`config.mk`:
```
export PLATFORM = sky130hd
export DESIGN_NAME = cache_controller_flat
export DESIGN_NICKNAME = d
export VERILOG_FILES = /design/src/rtl/cache_controller_pkg.sv /design/src/rtl/cache_controller_if.sv /design/src/rtl/cache_controller.sv /design/src/flat_wrapper.sv
export SDC_FILE = /design/constraint.sdc
export NUM_CORES = 1
export LEC_CHECK = 0
export BUFFER_PORTS_ARGS = -buffer_cell sky130_fd_sc_hd__buf_2
export CORE_AREA = 2 2 137 139
export DETAILED_ROUTE_END_ITERATION = 8
export DIE_AREA = 0 0 139 141
export PLACE_DENSITY_LB_ADDON = 0.08
export SLEW_MARGIN = 20
export SYNTH_ARGS = -nofsm -noshare
export SYNTH_HDL_FRONTEND = slang
export SYNTH_SLANG_ARGS = --single-unit
export TNS_END_PERCENT = 5
```
`constraint.sdc`:
```
create_clock -name clk -period 3.85 [get_ports clk]
set_clock_uncertainty 0.05 [all_clocks]
set_input_delay 0.77 -clock clk [delete_from_list [all_inputs] [get_ports clk]]
set_output_delay 0.77 -clock clk [all_outputs]
set_load 0.01 [all_outputs]
```
`src/rtl/cache_controller_pkg.sv`:
```
// Shared constants and FSM encoding for the data-cache controller.
package cache_controller_pkg;

  localparam logic [31:0] MEM_BASE = 32'd1024;
  localparam int          ADDR_W   = 17;

  typedef enum logic [1:0] {
    IDLE      = 2'd0,
    READ_MISS = 2'd1,
    FILL      = 2'd2,
    WRITE     = 2'd3
  } state_t;

endpackage

```
`src/rtl/cache_controller_if.sv`:
```
// Bundle of pipeline, cache and SRAM signals around the cache controller.
// Handshake: the pipeline holds address/wdata/enables while ready=0; an SRAM op is a
// level request (sram_*_en) held until a one-cycle sram_ready pulse completes it.
interface cache_controller_if #(
  parameter int ADDR_W = 17
);
  logic [31:0]       address;
  logic [31:0]       wdata;
  logic              MEM_R_EN;
  logic              MEM_W_EN;
  logic [31:0]       rdata;
  logic              ready;
  logic [ADDR_W-1:0] cache_address;
  logic [63:0]       cache_write_data;
  logic              cache_read_en;
  logic              cache_write_en;
  logic              cache_invoke_en;
  logic [31:0]       cache_read_data;
  logic              cache_hit;
  logic [31:0]       sram_address;
  logic [31:0]       sram_wdata;
  logic              sram_read_en;
  logic              sram_write_en;
  logic [63:0]       sram_rdata;
  logic              sram_ready;

  modport master (
    output address, wdata, MEM_R_EN, MEM_W_EN, cache_read_data, cache_hit,
           sram_rdata, sram_ready,
    input  rdata, ready, cache_address, cache_write_data, cache_read_en,
           cache_write_en, cache_invoke_en, sram_address, sram_wdata,
           sram_read_en, sram_write_en
  );

  modport slave (
    input  address, wdata, MEM_R_EN, MEM_W_EN, cache_read_data, cache_hit,
           sram_rdata, sram_ready,
    output rdata, ready, cache_address, cache_write_data, cache_read_en,
           cache_write_en, cache_invoke_en, sram_address, sram_wdata,
           sram_read_en, sram_write_en
  );
endinterface

```
`src/rtl/cache_controller.sv`:
```
// Read-allocate, write-through (no write-allocate) controller for a 2-way data cache.
// Hits answer in the same cycle; misses and stores freeze the pipeline via ready.
module cache_controller
  import cache_controller_pkg::*;
#(
  parameter logic [31:0] MEM_BASE = cache_controller_pkg::MEM_BASE,
  parameter int          ADDR_W   = cache_controller_pkg::ADDR_W
) (
  input  logic           clk,
  input  logic           rst,
  cache_controller_if.slave bus,
  output state_t         dbg_state
);

  state_t            state;
  logic [63:0]       line_q;
  logic [ADDR_W-1:0] word;
  logic              offset;
  logic              rd_req;
  logic              wr_req;

  assign word   = ADDR_W'((bus.address - MEM_BASE) >> 2);
  assign offset = word[0];
  // A store wins when both enables are raised.
  assign wr_req = bus.MEM_W_EN;
  assign rd_req = bus.MEM_R_EN & ~bus.MEM_W_EN;

  assign bus.cache_address    = word;
  assign bus.cache_write_data = line_q;
  assign bus.sram_address     = bus.address;
  assign bus.sram_wdata       = bus.wdata;
  assign dbg_state            = state;

  always_ff @(posedge clk) begin
    if (rst) begin
      state  <= IDLE;
      line_q <= '0;
    end else begin
      case (state)
        IDLE: begin
          if (wr_req)
            state <= WRITE;
          else if (rd_req && !bus.cache_hit)
            state <= READ_MISS;
        end
        READ_MISS: begin
          if (bus.sram_ready) begin
            line_q <= bus.sram_rdata;
            state  <= FILL;
          end
        end
        FILL:    state <= IDLE;
        WRITE:   if (bus.sram_ready) state <= IDLE;
        default: state <= IDLE;
      endcase
    end
  end

  // Outputs depend on live inputs so hits and store completion cost no extra cycle.
  always_comb begin
    bus.ready           = 1'b1;
    bus.rdata           = '0;
    bus.cache_read_en   = 1'b0;
    bus.cache_write_en  = 1'b0;
    bus.cache_invoke_en = 1'b0;
    bus.sram_read_en    = 1'b0;
    bus.sram_write_en   = 1'b0;
    case (state)
      IDLE: begin
        if (wr_req) begin
          bus.ready           = 1'b0;
          bus.cache_invoke_en = bus.cache_hit;
        end else if (rd_req) begin
          if (bus.cache_hit) begin
            bus.rdata         = bus.cache_read_data;
            bus.cache_read_en = 1'b1;
          end else begin
            bus.ready = 1'b0;
          end
        end
      end
      READ_MISS: begin
        bus.sram_read_en = 1'b1;
        bus.ready        = 1'b0;
      end
      FILL: begin
        bus.cache_write_en = 1'b1;
        bus.rdata          = offset ? line_q[63:32] : line_q[31:0];
      end
      WRITE: begin
        bus.sram_write_en = 1'b1;
        bus.ready         = bus.sram_ready;
      end
      default: ;
    endcase
  end

endmodule

```
`src/flat_wrapper.sv`:
```
// flat-port wrapper written by rule: the top's interface ports become plain ports
module cache_controller_flat import cache_controller_pkg::*;
#(
  parameter logic [31:0] MEM_BASE = cache_controller_pkg::MEM_BASE,
  parameter int          ADDR_W   = cache_controller_pkg::ADDR_W
)
  (clk, rst, dbg_state, bus_address, bus_wdata, bus_MEM_R_EN, bus_MEM_W_EN, bus_cache_read_data, bus_cache_hit, bus_sram_rdata, bus_sram_ready, bus_rdata, bus_ready, bus_cache_address, bus_cache_write_data, bus_cache_read_en, bus_cache_write_en, bus_cache_invoke_en, bus_sram_address, bus_sram_wdata, bus_sram_read_en, bus_sram_write_en);
  cache_controller_if #(.ADDR_W(ADDR_W)) bus_i ();
  input  logic clk;
  input  logic rst;
  output state_t dbg_state;
  input wire logic [$bits(bus_i.address)-1:0] bus_address;
  input wire logic [$bits(bus_i.wdata)-1:0] bus_wdata;
  input wire logic [$bits(bus_i.MEM_R_EN)-1:0] bus_MEM_R_EN;
  input wire logic [$bits(bus_i.MEM_W_EN)-1:0] bus_MEM_W_EN;
  input wire logic [$bits(bus_i.cache_read_data)-1:0] bus_cache_read_data;
  input wire logic [$bits(bus_i.cache_hit)-1:0] bus_cache_hit;
  input wire logic [$bits(bus_i.sram_rdata)-1:0] bus_sram_rdata;
  input wire logic [$bits(bus_i.sram_ready)-1:0] bus_sram_ready;
  output wire logic [$bits(bus_i.rdata)-1:0] bus_rdata;
  output wire logic [$bits(bus_i.ready)-1:0] bus_ready;
  output wire logic [$bits(bus_i.cache_address)-1:0] bus_cache_address;
  output wire logic [$bits(bus_i.cache_write_data)-1:0] bus_cache_write_data;
  output wire logic [$bits(bus_i.cache_read_en)-1:0] bus_cache_read_en;
  output wire logic [$bits(bus_i.cache_write_en)-1:0] bus_cache_write_en;
  output wire logic [$bits(bus_i.cache_invoke_en)-1:0] bus_cache_invoke_en;
  output wire logic [$bits(bus_i.sram_address)-1:0] bus_sram_address;
  output wire logic [$bits(bus_i.sram_wdata)-1:0] bus_sram_wdata;
  output wire logic [$bits(bus_i.sram_read_en)-1:0] bus_sram_read_en;
  output wire logic [$bits(bus_i.sram_write_en)-1:0] bus_sram_write_en;
  assign bus_i.address = bus_address;
  assign bus_i.wdata = bus_wdata;
  assign bus_i.MEM_R_EN = bus_MEM_R_EN;
  assign bus_i.MEM_W_EN = bus_MEM_W_EN;
  assign bus_i.cache_read_data = bus_cache_read_data;
  assign bus_i.cache_hit = bus_cache_hit;
  assign bus_i.sram_rdata = bus_sram_rdata;
  assign bus_i.sram_ready = bus_sram_ready;
  assign bus_rdata = bus_i.rdata;
  assign bus_ready = bus_i.ready;
  assign bus_cache_address = bus_i.cache_address;
  assign bus_cache_write_data = bus_i.cache_write_data;
  assign bus_cache_read_en = bus_i.cache_read_en;
  assign bus_cache_write_en = bus_i.cache_write_en;
  assign bus_cache_invoke_en = bus_i.cache_invoke_en;
  assign bus_sram_address = bus_i.sram_address;
  assign bus_sram_wdata = bus_i.sram_wdata;
  assign bus_sram_read_en = bus_i.sram_read_en;
  assign bus_sram_write_en = bus_i.sram_write_en;
  cache_controller #(.MEM_BASE(MEM_BASE), .ADDR_W(ADDR_W)) u_core (.clk(clk), .rst(rst), .bus(bus_i), .dbg_state(dbg_state));
endmodule
```
==> run metrics <==
placer's final routability congestion estimate=just under 0.8; Net Sw Frac=roughly 25%; mean post-synth cell area=slightly below 8 µm²; Final Slew Violations=0; TritonCTS buffer count=9; wire per inst=~15 µm; total wire length after detailed routing=roughly 13 mm; clock-pin slew on the worst setup and hold paths=approximately 50 ps; fraction of registers with async set or reset after synthesis=0%; via count of the first global-routing pass=3516; DR pass1 iterations=4; post-detailed-route via-to-cell ratio=4.26; met2 usage in global routing=20.2%; TritonCTS clock tree=yes; # Max-Cap Violations=0; sequential group share of total power=35.7%; post-CTS setup repair buffer count=0; global route total overflow=0; crit end category=primary output; height of the chip=141 µm; RR Endpoint=u_core.bus.cache_write_data[60]; starting density of the core=between 20% and 30%; number of levels the H-tree was split into=3; post-synthesis cell type with the largest combined area=sky130_fd_sc_hd__dfxtp_1; pin count of the biggest net entering global routing=65; most common cell in the netlist=sky130_fd_sc_hd__nand2_1; initial antenna violation count=0; area inside the core boundary=roughly 0.018 mm²; static leakage=2.31 nW; fin crit share=76.0%; number of distinct library cell variants in the gate-level netlist after synthesis=27; Highest Clock Rate=about 340 MHz; length in cells of the worst reg-to-reg path=4; cell count after synthesis=466; number of flops mapped to enable cells by yosys=0; warning count from the yosys run=0; clock tree buffer depth=2; number of DRC markers in iteration 0=104; die width=139 µm; internal power=1.56 mW; Final TNS setup=0 ps; Worst Hold Endpoint=u_core.bus.cache_write_data[58]; Yosys top cell area share=35.7%; Overall Global Routing Usage=roughly an eighth; Net Count, Synth=633; total I/O pin count=351; antenna diode count=0; Peak VDD IR=0.184 mV; met3 track demand over resource in global routing=4.18%; unrepaired setup endpoints after global routing=no; highest net fanout along the worst path=33; first-pass GRT wire length=19.3 mm; Period minus WS final=2920 ps; Clock power frac=49.2%; max-slew headroom at the worst pin=44.9%; WP data arrival=2100 ps; Hold Path Origin=u_core.bus.cache_write_data[58]; layout cell share with drive strength beyond 1=42.5%; DRC violations left=0; flip-flop cell with the highest count after synthesis=sky130_fd_sc_hd__dfxtp_1; most used routing layer in global routing=met2; die area=0.0196 mm²; Final setup violation count=0; cell count of the worst hold path=2; Worst EP required=3030 ps; combinational fraction of design power=15.1%; NumNets Final=around 780; Crit Path Class=reg -> out; fraction of the yosys area taken by sequential cells=35.7%; cells taking the most area after synthesis=sky130_fd_sc_hd__dfxtp_1 (36%), sky130_fd_sc_hd__buf_4 (15%), sky130_fd_sc_hd__nand2_1 (13%), sky130_fd_sc_hd__a21oi_1 (8.8%), sky130_fd_sc_hd__mux2i_1 (8.7%); core occupancy in the finished layout=approximately 27%; Area Overhead vs Synth=32.1%; number of sinks on the clock net=66; run status=complete, no violations; Final Hold Fails=0; count of input and output buffers=235; count of state elements after synthesis=66; Register-to-Register Setup Slack=2180 ps; path type of the worst min-delay path=reg -> reg; vias=~3.6k; insertion delay to the later sink of the worst-skew pair=330 ps; met1 track utilization from global routing=15.3%; CTS-repair resized insts=0; most instantiated cells after synthesis=sky130_fd_sc_hd__nand2_1 (130), sky130_fd_sc_hd__buf_4 (73), sky130_fd_sc_hd__dfxtp_1 (66), sky130_fd_sc_hd__a21oi_1 (65); number of standard-cell rows in the floorplan=50; net switching power=0.522 mW; Post-DRT Antenna Nets=0; worst slew pin tran=827 ps; Clock Tree Root=sky130_fd_sc_hd__clkbuf_16; Critical R2R Launch=u_core.dbg_state[1]; CTS Hold Bufs=0; critical path launch point type=flip-flop; total power density per cell area=426 mW/mm²; half-perimeter wire length of the detailed placement result=9.33 mm; Mapped Area=0.00370 mm²
==> critical path, cell delays in order (launching register included) <==
cell and delay, ps:
sky130_fd_sc_hd__dfxtp_1 400, sky130_fd_sc_hd__nor2_1 190, sky130_fd_sc_hd__and4b_2 810, sky130_fd_sc_hd__o2bb2ai_1 190, sky130_fd_sc_hd__buf_2 170
==> worst max path at each step <==
stage,startpoint,to,slack [ps],cells past startpoint
after global routing,u_core.dbg_state[1],bus_rdata[7],780,4
after detailed placement,bus_MEM_W_EN,bus_rdata[29],930,4
final,u_core.dbg_state[1],bus_rdata[31],930,4
after CTS,u_core.dbg_state[1],bus_rdata[29],910,4
after floorplan,bus_address[14],bus_cache_address[16],1290,3
after global placement,bus_MEM_W_EN,bus_rdata[16],960,4
==> cells by family (layout without fill, tap and decap cells) <==
family / count (synthesis) / count (layout) / share of synthesized area [%]
simple gates: 148 / 148 / 17.2
buf+inv: 111 / 262 / 19.4
compound gates: 102 / 102 / 17.3
flops: 66 / 66 / 35.7
mux: 32 / 32 / 8.65
xor+xnor: 6 / 6 / 1.42
fa+ha+maj: 1 / 1 / 0.338
==> sequential cells by signal, summed over array words and instances (netlist names) <==
name                         flops
u_core.bus.cache_write_data     64
u_core.dbg_state                 2
==> metal layers <==
layer,part of all wire [%],routed length (µm),vias to the layer above
met3,8.7,1110,25
met4,2.7,338,0
met2,45,5690,192
li1,-,-,1787
met1,44,5550,1620
met5,0,0,-
==> area by class of cell <==
cell class              count  area [µm²]
clock buffers              11         243
clock inverters             5         125
fillers                  2059       13400
inverters                   5        18.8
multi-input cells         289        1670
flip-flops and latches     66        1320
well taps                 234         293
repair buffers            241        1220
==> power groups by stage <==
| stage | sequential, mW | combinational [mW] | clock, mW |
|---|---|---|---|
| after global routing | 0.749 | 0.351 | 1.08 |
| after floorplan | 0.764 | 0.228 | 0 |
| final | 0.744 | 0.315 | 1.03 |
| after detailed placement | 0.759 | 0.323 | 0 |
| after CTS | 0.745 | 0.324 | 1.06 |
| after global placement | 0.759 | 0.320 | 0 |
==> stage by stage <==
step	total power [mW]	std cells	worst slack [ps]	instance area [µm²]	hold slack, ps
floorplan	0.992	466	1290	3700	442
global placement	1.08	835	965	4520	407
detailed placement	1.08	835	927	4520	412
CTS	2.13	851	905	4890	419
global route	2.18	851	783	4890	439
finish	2.08	851	926	4890	416
==> cells in the final DEF, fill, tap and decap left out, types with 2 or more instances in the layout <==
master and instances:
sky130_fd_sc_hd__mux2i_1 32, sky130_fd_sc_hd__o2bb2ai_1 32, sky130_fd_sc_hd__nor2_1 3, sky130_fd_sc_hd__a211oi_1 2
sky130_fd_sc_hd__dfxtp_1 66, sky130_fd_sc_hd__o31ai_1 2, sky130_fd_sc_hd__inv_1 5, sky130_fd_sc_hd__buf_2 235
sky130_fd_sc_hd__nor2b_1 3, sky130_fd_sc_hd__xor2_1 5, sky130_fd_sc_hd__bufinv_16 4, sky130_fd_sc_hd__nor4_4 2
sky130_fd_sc_hd__a21oi_1 65, sky130_fd_sc_hd__nand2_1 130, sky130_fd_sc_hd__buf_4 6, sky130_fd_sc_hd__clkbuf_16 9
No activity file was read; power rests on OpenSTA's default activity.
